`src/rtl/ctrl_regs_block.sv`:
```
// Control/status register file driven by a flat one-command-per-cycle bus.
// Holds three masked control registers, a scratch word, saturating access counters and an ID.
module ctrl_regs_block #(
   parameter logic [31:0] ID_VALUE = 32'hC7A1_0001
) (
   input  logic        clk,
   input  logic        rstn,
   input  logic [1:0]  cmd_i,
   input  logic [7:0]  cmd_addr_i,
   input  logic [31:0] cmd_data_i,
   output logic [31:0] cmd_data_o
);

   typedef enum logic [1:0] {CmdIdle = 2'b00, CmdRd = 2'b01, CmdWr = 2'b10, CmdIll = 2'b11} cmd_e;

   localparam logic [7:0] AddrCtrl0   = 8'h00;
   localparam logic [7:0] AddrCtrl1   = 8'h04;
   localparam logic [7:0] AddrCtrl2   = 8'h08;
   localparam logic [7:0] AddrScratch = 8'h0C;
   localparam logic [7:0] AddrStatWr  = 8'h10;
   localparam logic [7:0] AddrStatRd  = 8'h14;
   localparam logic [7:0] AddrStatErr = 8'h18;
   localparam logic [7:0] AddrId      = 8'h1C;

   logic [5:0]  ctrl0_q, ctrl0_d;
   logic [5:0]  ctrl1_q, ctrl1_d;
   logic [5:0]  ctrl2_q, ctrl2_d;
   logic [31:0] scratch_q, scratch_d;
   logic [15:0] stat_wr_q, stat_wr_d;
   logic [15:0] stat_rd_q, stat_rd_d;
   logic [15:0] stat_err_q, stat_err_d;
   logic [31:0] rdata_q, rdata_d;

   logic        is_rd, is_wr, is_ill;
   logic        rw_hit, mapped;
   logic [31:0] rd_val;

   function automatic logic [15:0] sat_inc(input logic [15:0] v);
      return (v == 16'hFFFF) ? v : v + 16'd1;
   endfunction

   // Address decode and read mux; unmapped addresses read as zero
   always_comb begin
      rw_hit = 1'b0;
      mapped = 1'b1;
      rd_val = '0;
      case (cmd_addr_i)
         AddrCtrl0: begin
            rw_hit = 1'b1;
            rd_val = {26'd0, ctrl0_q};
         end
         AddrCtrl1: begin
            rw_hit = 1'b1;
            rd_val = {26'd0, ctrl1_q};
         end
         AddrCtrl2: begin
            rw_hit = 1'b1;
            rd_val = {26'd0, ctrl2_q};
         end
         AddrScratch: begin
            rw_hit = 1'b1;
            rd_val = scratch_q;
         end
         AddrStatWr:  rd_val = {16'd0, stat_wr_q};
         AddrStatRd:  rd_val = {16'd0, stat_rd_q};
         AddrStatErr: rd_val = {16'd0, stat_err_q};
         AddrId:      rd_val = ID_VALUE;
         default:     mapped = 1'b0;
      endcase
   end

   always_comb begin
      is_rd  = (cmd_e'(cmd_i) == CmdRd);
      is_wr  = (cmd_e'(cmd_i) == CmdWr);
      is_ill = (cmd_e'(cmd_i) == CmdIll);

      ctrl0_d    = ctrl0_q;
      ctrl1_d    = ctrl1_q;
      ctrl2_d    = ctrl2_q;
      scratch_d  = scratch_q;
      stat_wr_d  = stat_wr_q;
      stat_rd_d  = stat_rd_q;
      stat_err_d = stat_err_q;
      rdata_d    = rdata_q;

      if (is_wr && rw_hit) begin
         stat_wr_d = sat_inc(stat_wr_q);
         case (cmd_addr_i)
            AddrCtrl0:   ctrl0_d   = cmd_data_i[5:0];
            AddrCtrl1:   ctrl1_d   = cmd_data_i[5:0];
            AddrCtrl2:   ctrl2_d   = cmd_data_i[5:0];
            AddrScratch: scratch_d = cmd_data_i;
            default: ;
         endcase
      end

      if (is_rd) begin
         // rd_val is taken from the current state, so a STAT read sees its pre-increment value
         rdata_d = rd_val;
         if (mapped) stat_rd_d = sat_inc(stat_rd_q);
      end

      if (is_ill || (is_wr && !rw_hit) || (is_rd && !mapped)) begin
         stat_err_d = sat_inc(stat_err_q);
      end
   end

   always_ff @(posedge clk or posedge rstn) begin
      if (rstn) begin
         ctrl0_q    <= '0;
         ctrl1_q    <= '0;
         ctrl2_q    <= '0;
         scratch_q  <= '0;
         stat_wr_q  <= '0;
         stat_rd_q  <= '0;
         stat_err_q <= '0;
         rdata_q    <= '0;
      end else begin
         ctrl0_q    <= ctrl0_d;
         ctrl1_q    <= ctrl1_d;
         ctrl2_q    <= ctrl2_d;
         scratch_q  <= scratch_d;
         stat_wr_q  <= stat_wr_d;
         stat_rd_q  <= stat_rd_d;
         stat_err_q <= stat_err_d;
         rdata_q    <= rdata_d;
      end
   end

   assign cmd_data_o = rdata_q;

endmodule

```
`config.mk`:
```
export PLATFORM = sky130hd
export DESIGN_NAME = ctrl_regs_block
export DESIGN_NICKNAME = d
export VERILOG_FILES = /design/src/rtl/ctrl_regs_block.sv
export SDC_FILE = /design/constraint.sdc
export NUM_CORES = 1
export LEC_CHECK = 0
export ABC_AREA = 0
export CORE_UTILIZATION = 60
export CTS_CLUSTER_DIAMETER = 50
export DETAILED_ROUTE_END_ITERATION = 7
export PLACE_DENSITY = 0.94
export SLEW_MARGIN = 20
export SYNTH_ARGS = -nofsm -noshare
export SYNTH_HDL_FRONTEND = slang
export SYNTH_SLANG_ARGS = --single-unit
```
`constraint.sdc`:
```
create_clock -name clk -period 8.74 [get_ports clk]
set_input_delay 1.311 -clock clk [delete_from_list [all_inputs] [get_ports clk]]
set_output_delay 1.311 -clock clk [all_outputs]
set_load 0.005 [all_outputs]
```
==> metrics.txt <==
# TYPE chip_impl_metric gauge
chip_impl_metric{name="die_area",unit="µm²"} 10600
chip_impl_metric{name="placement_rows",unit=""} 36
chip_impl_metric{name="worstMarginPinSlew",unit="ps"} 1090
chip_impl_metric{name="met3_track_demand_over_resource_in_global_routing",unit=""} 0.110
chip_impl_metric{name="synth_area",unit="µm²"} 6120
chip_impl_metric{name="grt_remaining_overflow",unit=""} 0
chip_impl_info{name="rr_endpoint",value="stat_wr_q[1]"} 1
chip_impl_metric{name="buffer_ports.inserted",unit=""} 75
chip_impl_metric{name="diodes",unit=""} 0
chip_impl_info{name="clock_tree_from_tritoncts",value="built"} 1
chip_impl_metric{name="fp.coreArea",unit="µm²"} 9820
chip_impl_metric{name="r2r_slack",unit="ps"} 6510
chip_impl_info{name="dominant_synthesized_flop_cell",value="dfrtp_1"} 1
chip_impl_metric{name="worst_ep_arrival_time",unit="ps"} 4110
chip_impl_metric{name="crit_fanout",unit=""} 25
chip_impl_metric{name="die-height",unit="µm"} 103
chip_impl_info{name="result_of_the_run",value="complete, but fails checks"} 1
chip_impl_metric{name="min_period_over_period",unit=""} 0.423
chip_impl_metric{name="post-route-drc-count",unit=""} 1
chip_impl_metric{name="io-pin-count",unit=""} 76
chip_impl_metric{name="vdd_drop_max",unit="mV"} 0.153
chip_impl_info{name="setup_repair_after_global_routing_missed_its_margin",value="false"} 1
chip_impl_metric{name="timing_hold_violations_final",unit=""} 0
chip_impl_info{name="most-common-layout-cells",value="dfrtp_1, clkdlybuf4s50_1, nand2_1"} 1
chip_impl_info{name="layout_commonest_cell",value="dfrtp_1"} 1
chip_impl_metric{name="floorplan.initialDensity",unit=""} 0.623
chip_impl_metric{name="cts_setup_buffers",unit=""} 0
chip_impl_metric{name="clk-insertion-delay-late",unit="ps"} 530
chip_impl_metric{name="average_size_of_a_mapped_cell",unit="µm²"} 11.2
chip_impl_info{name="min-delay-start",value="cmd_data_o[20]"} 1
chip_impl_metric{name="final.setup.tns",unit="ps"} 0
chip_impl_metric{name="cts_htree_levels",unit=""} 4
chip_impl_info{name="clock-root-buffer",value="clkbuf_8"} 1
chip_impl_metric{name="detail_route.vias_per_cell",unit=""} 6.75
chip_impl_metric{name="slew_viol_final",unit=""} 0
chip_impl_metric{name="pin_count_of_the_biggest_net_entering_global_routing",unit=""} 70
chip_impl_info{name="worst_hold_path_type",value="flop to flop"} 1
chip_impl_metric{name="syn_inst",unit=""} 547
chip_impl_metric{name="number_of_hold_repair_buffers_added_at_the_cts_stage",unit=""} 0
chip_impl_metric{name="tritoncts.num_buffers",unit=""} 17
chip_impl_metric{name="synth-async-reset-ratio",unit=""} 1.00
chip_impl_metric{name="clock_buffer_depth",unit=""} 2
chip_impl_metric{name="cp_slowest_stage_delay",unit="ps"} 550
chip_impl_metric{name="hold_path_depth",unit=""} 2
chip_impl_metric{name="maxSlewHeadroom",unit=""} 0.274
chip_impl_metric{name="ys_seq_elements",unit=""} 130
chip_impl_metric{name="worst_path_clk_slew",unit="ps"} 60
chip_impl_metric{name="firstDrtPassIters",unit=""} 8
chip_impl_metric{name="number_of_nets_in_the_synthesized_netlist",unit=""} 594
chip_impl_metric{name="final.min_clock_period",unit="ps"} 3700
chip_impl_metric{name="dr.first_iter.drc_count",unit=""} 620
chip_impl_metric{name="grt_usage",unit=""} 0.356
chip_impl_metric{name="leakage",unit="nW"} 3.43
chip_impl_metric{name="finalClockSkew",unit="ps"} 6.56
chip_impl_metric{name="drtAntennaViolNets",unit=""} 0
chip_impl_metric{name="finalSetupViolCount",unit=""} 0
chip_impl_metric{name="netlist-cell-type-count",unit=""} 50
chip_impl_info{name="grt.busiest_layer",value="met2"} 1
chip_impl_metric{name="number_of_warnings_printed_during_yosys_synthesis",unit=""} 0
chip_impl_metric{name="layout-area-overhead-vs-synth",unit="%"} 24.0
chip_impl_metric{name="final_critical_path_setup_slack",unit="ps"} 5040
chip_impl_metric{name="groute.layer.met2.usage",unit=""} 0.583
chip_impl_metric{name="dp_hpwl",unit="µm"} 11300
chip_impl_info{name="violations",value="design-rule violations"} 1
chip_impl_metric{name="place.gp.congestion",unit=""} 0.934
chip_impl_info{name="crit_path_cell_trace",value="clkdlybuf4s50_1 > or3_4 > nor4_4 > nand3_1 > buf_4 > mux2_1"} 1
chip_impl_metric{name="synth_seq_area_share",unit=""} 0.532
chip_impl_metric{name="met1_global_route_usage",unit=""} 0.431
chip_impl_metric{name="worstPathRequired",unit="ps"} 9150
chip_impl_metric{name="first_global_vias",unit=""} 5133
chip_impl_metric{name="detailroute.via_count",unit=""} 5195
chip_impl_info{name="worstReg2RegStart",value="stat_wr_q[0]"} 1
chip_impl_metric{name="rr_worst_depth",unit=""} 5
chip_impl_metric{name="max_cap_violations",unit=""} 0
chip_impl_info{name="critPathSlowestCell",value="nor4_4"} 1
chip_impl_metric{name="post_drt_wl_per_cell",unit="µm"} 23.6
chip_impl_metric{name="drive_gt1_frac",unit=""} 0.171
chip_impl_metric{name="post_cts_resized",unit=""} 0
chip_impl_metric{name="max_freq",unit="MHz"} 270
chip_impl_metric{name="total_routed_wirelength",unit="µm"} 18200
chip_impl_metric{name="antenna_violations_before_repair",unit=""} 0
chip_impl_metric{name="power.density",unit="nW/µm²"} 202
chip_impl_metric{name="first_pass_grt_wire_length",unit="µm"} 27500
chip_impl_info{name="criticalPathCategory",value="primary input to flop"} 1
chip_impl_metric{name="place_worst_setup_slack",unit="ps"} 4480
chip_impl_info{name="crit_path_start_kind",value="primary input"} 1
chip_impl_metric{name="die_w",unit="µm"} 103
chip_impl_metric{name="num-nets-final",unit=""} 671
chip_impl_info{name="timing.hold.worst_endpoint",value="cmd_data_o[20]"} 1
chip_impl_metric{name="clock_sink_count",unit=""} 130
chip_impl_metric{name="synth_enable_flop_cells",unit=""} 0
chip_impl_metric{name="p_total",unit="mW"} 1.53
chip_impl_info{name="endpoint_kind",value="flop"} 1
where the power goes:
| part | total (mW) | switching (mW) | internal [mW] |
|---|---|---|---|
| Clock | 0.734 | 0.270 | 0.464 |
| Combinational | 0.129 | 0.0691 | 0.0603 |
| Sequential | 0.670 | 0.0411 | 0.629 |
| Total | 1.53 | 0.381 | 1.15 |
stage by stage:
| stage | instances | instance area (µm²) | util | hold WS (ps) |
|---|---|---|---|---|
| final | 770 | 7590 | 0.773 | 487 |
| after global routing | 770 | 7590 | 0.773 | 510 |
| after CTS | 770 | 7590 | 0.773 | 483 |
| after detailed placement | 738 | 6980 | 0.711 | 455 |
| after global placement | 738 | 6980 | 0.711 | 449 |
| after floorplan | 547 | 6120 | - | 457 |
final cells by class:
| class | count | area [µm²] |
|---|---|---|
| clock buffers | 19 | 422 |
| clock inverters | 13 | 184 |
| fillers | 568 | 2230 |
| inverters | 8 | 32.5 |
| multi-input cells | 387 | 2740 |
| flip-flops and latches | 130 | 3250 |
| well taps | 133 | 166 |
| repair buffers | 80 | 788 |
metal layers:
metal	wire, µm	vias to the layer above
met5	0	-
met4	768	0
met1	6620	2567
met2	8820	402
met3	1970	88
li1	-	2138
sequential cells by signal, summed over array words and instances (netlist names):
signal / cells
stat_err_q: 16
stat_wr_q: 16
cmd_data_o: 32
ctrl1_q: 6
scratch_q: 32
ctrl0_q: 6
stat_rd_q: 16
ctrl2_q: 6
kinds of logic (layout without fill, tap and decap cells):
family / Yosys count / in the layout / synth area share
adder cells (fa/ha/maj): 3 / 3 / 0.00614
XOR/XNOR: 40 / 40 / 0.0573
AND/OR/NAND/NOR: 189 / 189 / 0.157
AO/OA/AOI/OAI: 79 / 79 / 0.0861
flip-flops: 130 / 130 / 0.532
buffers and inverters: 30 / 120 / 0.0202
multiplexers: 76 / 76 / 0.142
critical path, delay by kind of cell:
kind	cells	cell delay [ps]
buffers and inverters	2	900
multiplexers	1	370
AND/OR/NAND/NOR	3	1520
cell usage after synthesis, types with 2 or more instances:
master      n  area share
nor2b_1     8      0.0082
a22o_1     10       0.014
nor3_1      7      0.0057
mux2_2     63        0.12
xor2_1     15       0.021
xnor2_1    25       0.036
nor3_2      2      0.0033
clkbuf_1   17       0.010
dfrtp_1   130        0.53
a222oi_1    2      0.0033
and2_1      2      0.0020
a21oi_1    12      0.0098
nand2_1    64       0.039
and4_1      3      0.0043
nand3_1    27       0.022
o21ai_0    17       0.014
o22ai_1     9      0.0092
a32oi_1     3      0.0043
nor3b_1     2      0.0025
or2_2       2      0.0020
buf_2       3      0.0025
nor2_1     28       0.017
nor4_1      7      0.0072
nand4_1    17       0.017
or3_1       2      0.0020
a31oi_1     7      0.0072
ha_1        3      0.0061
and3_1      7      0.0072
mux4_2      2      0.0074
inv_1       8      0.0049
mux2i_1    10       0.016
nand2b_1    3      0.0031
a22oi_1    13       0.016
worst max-delay path by stage:
| stage | from | endpoint | slack, ps |
|---|---|---|---|
| after floorplan | rstn | cmd_data_o[0] | 3960 |
| after global placement | cmd_i[0] | stat_rd_q[7] | 4620 |
| after detailed placement | cmd_i[0] | stat_rd_q[7] | 4480 |
| after CTS | cmd_i[0] | stat_rd_q[7] | 4990 |
| after global routing | cmd_addr_i[5] | scratch_q[19] | 4950 |
| final | cmd_addr_i[5] | scratch_q[19] | 5040 |
No activity file was read; power rests on OpenSTA's default activity.
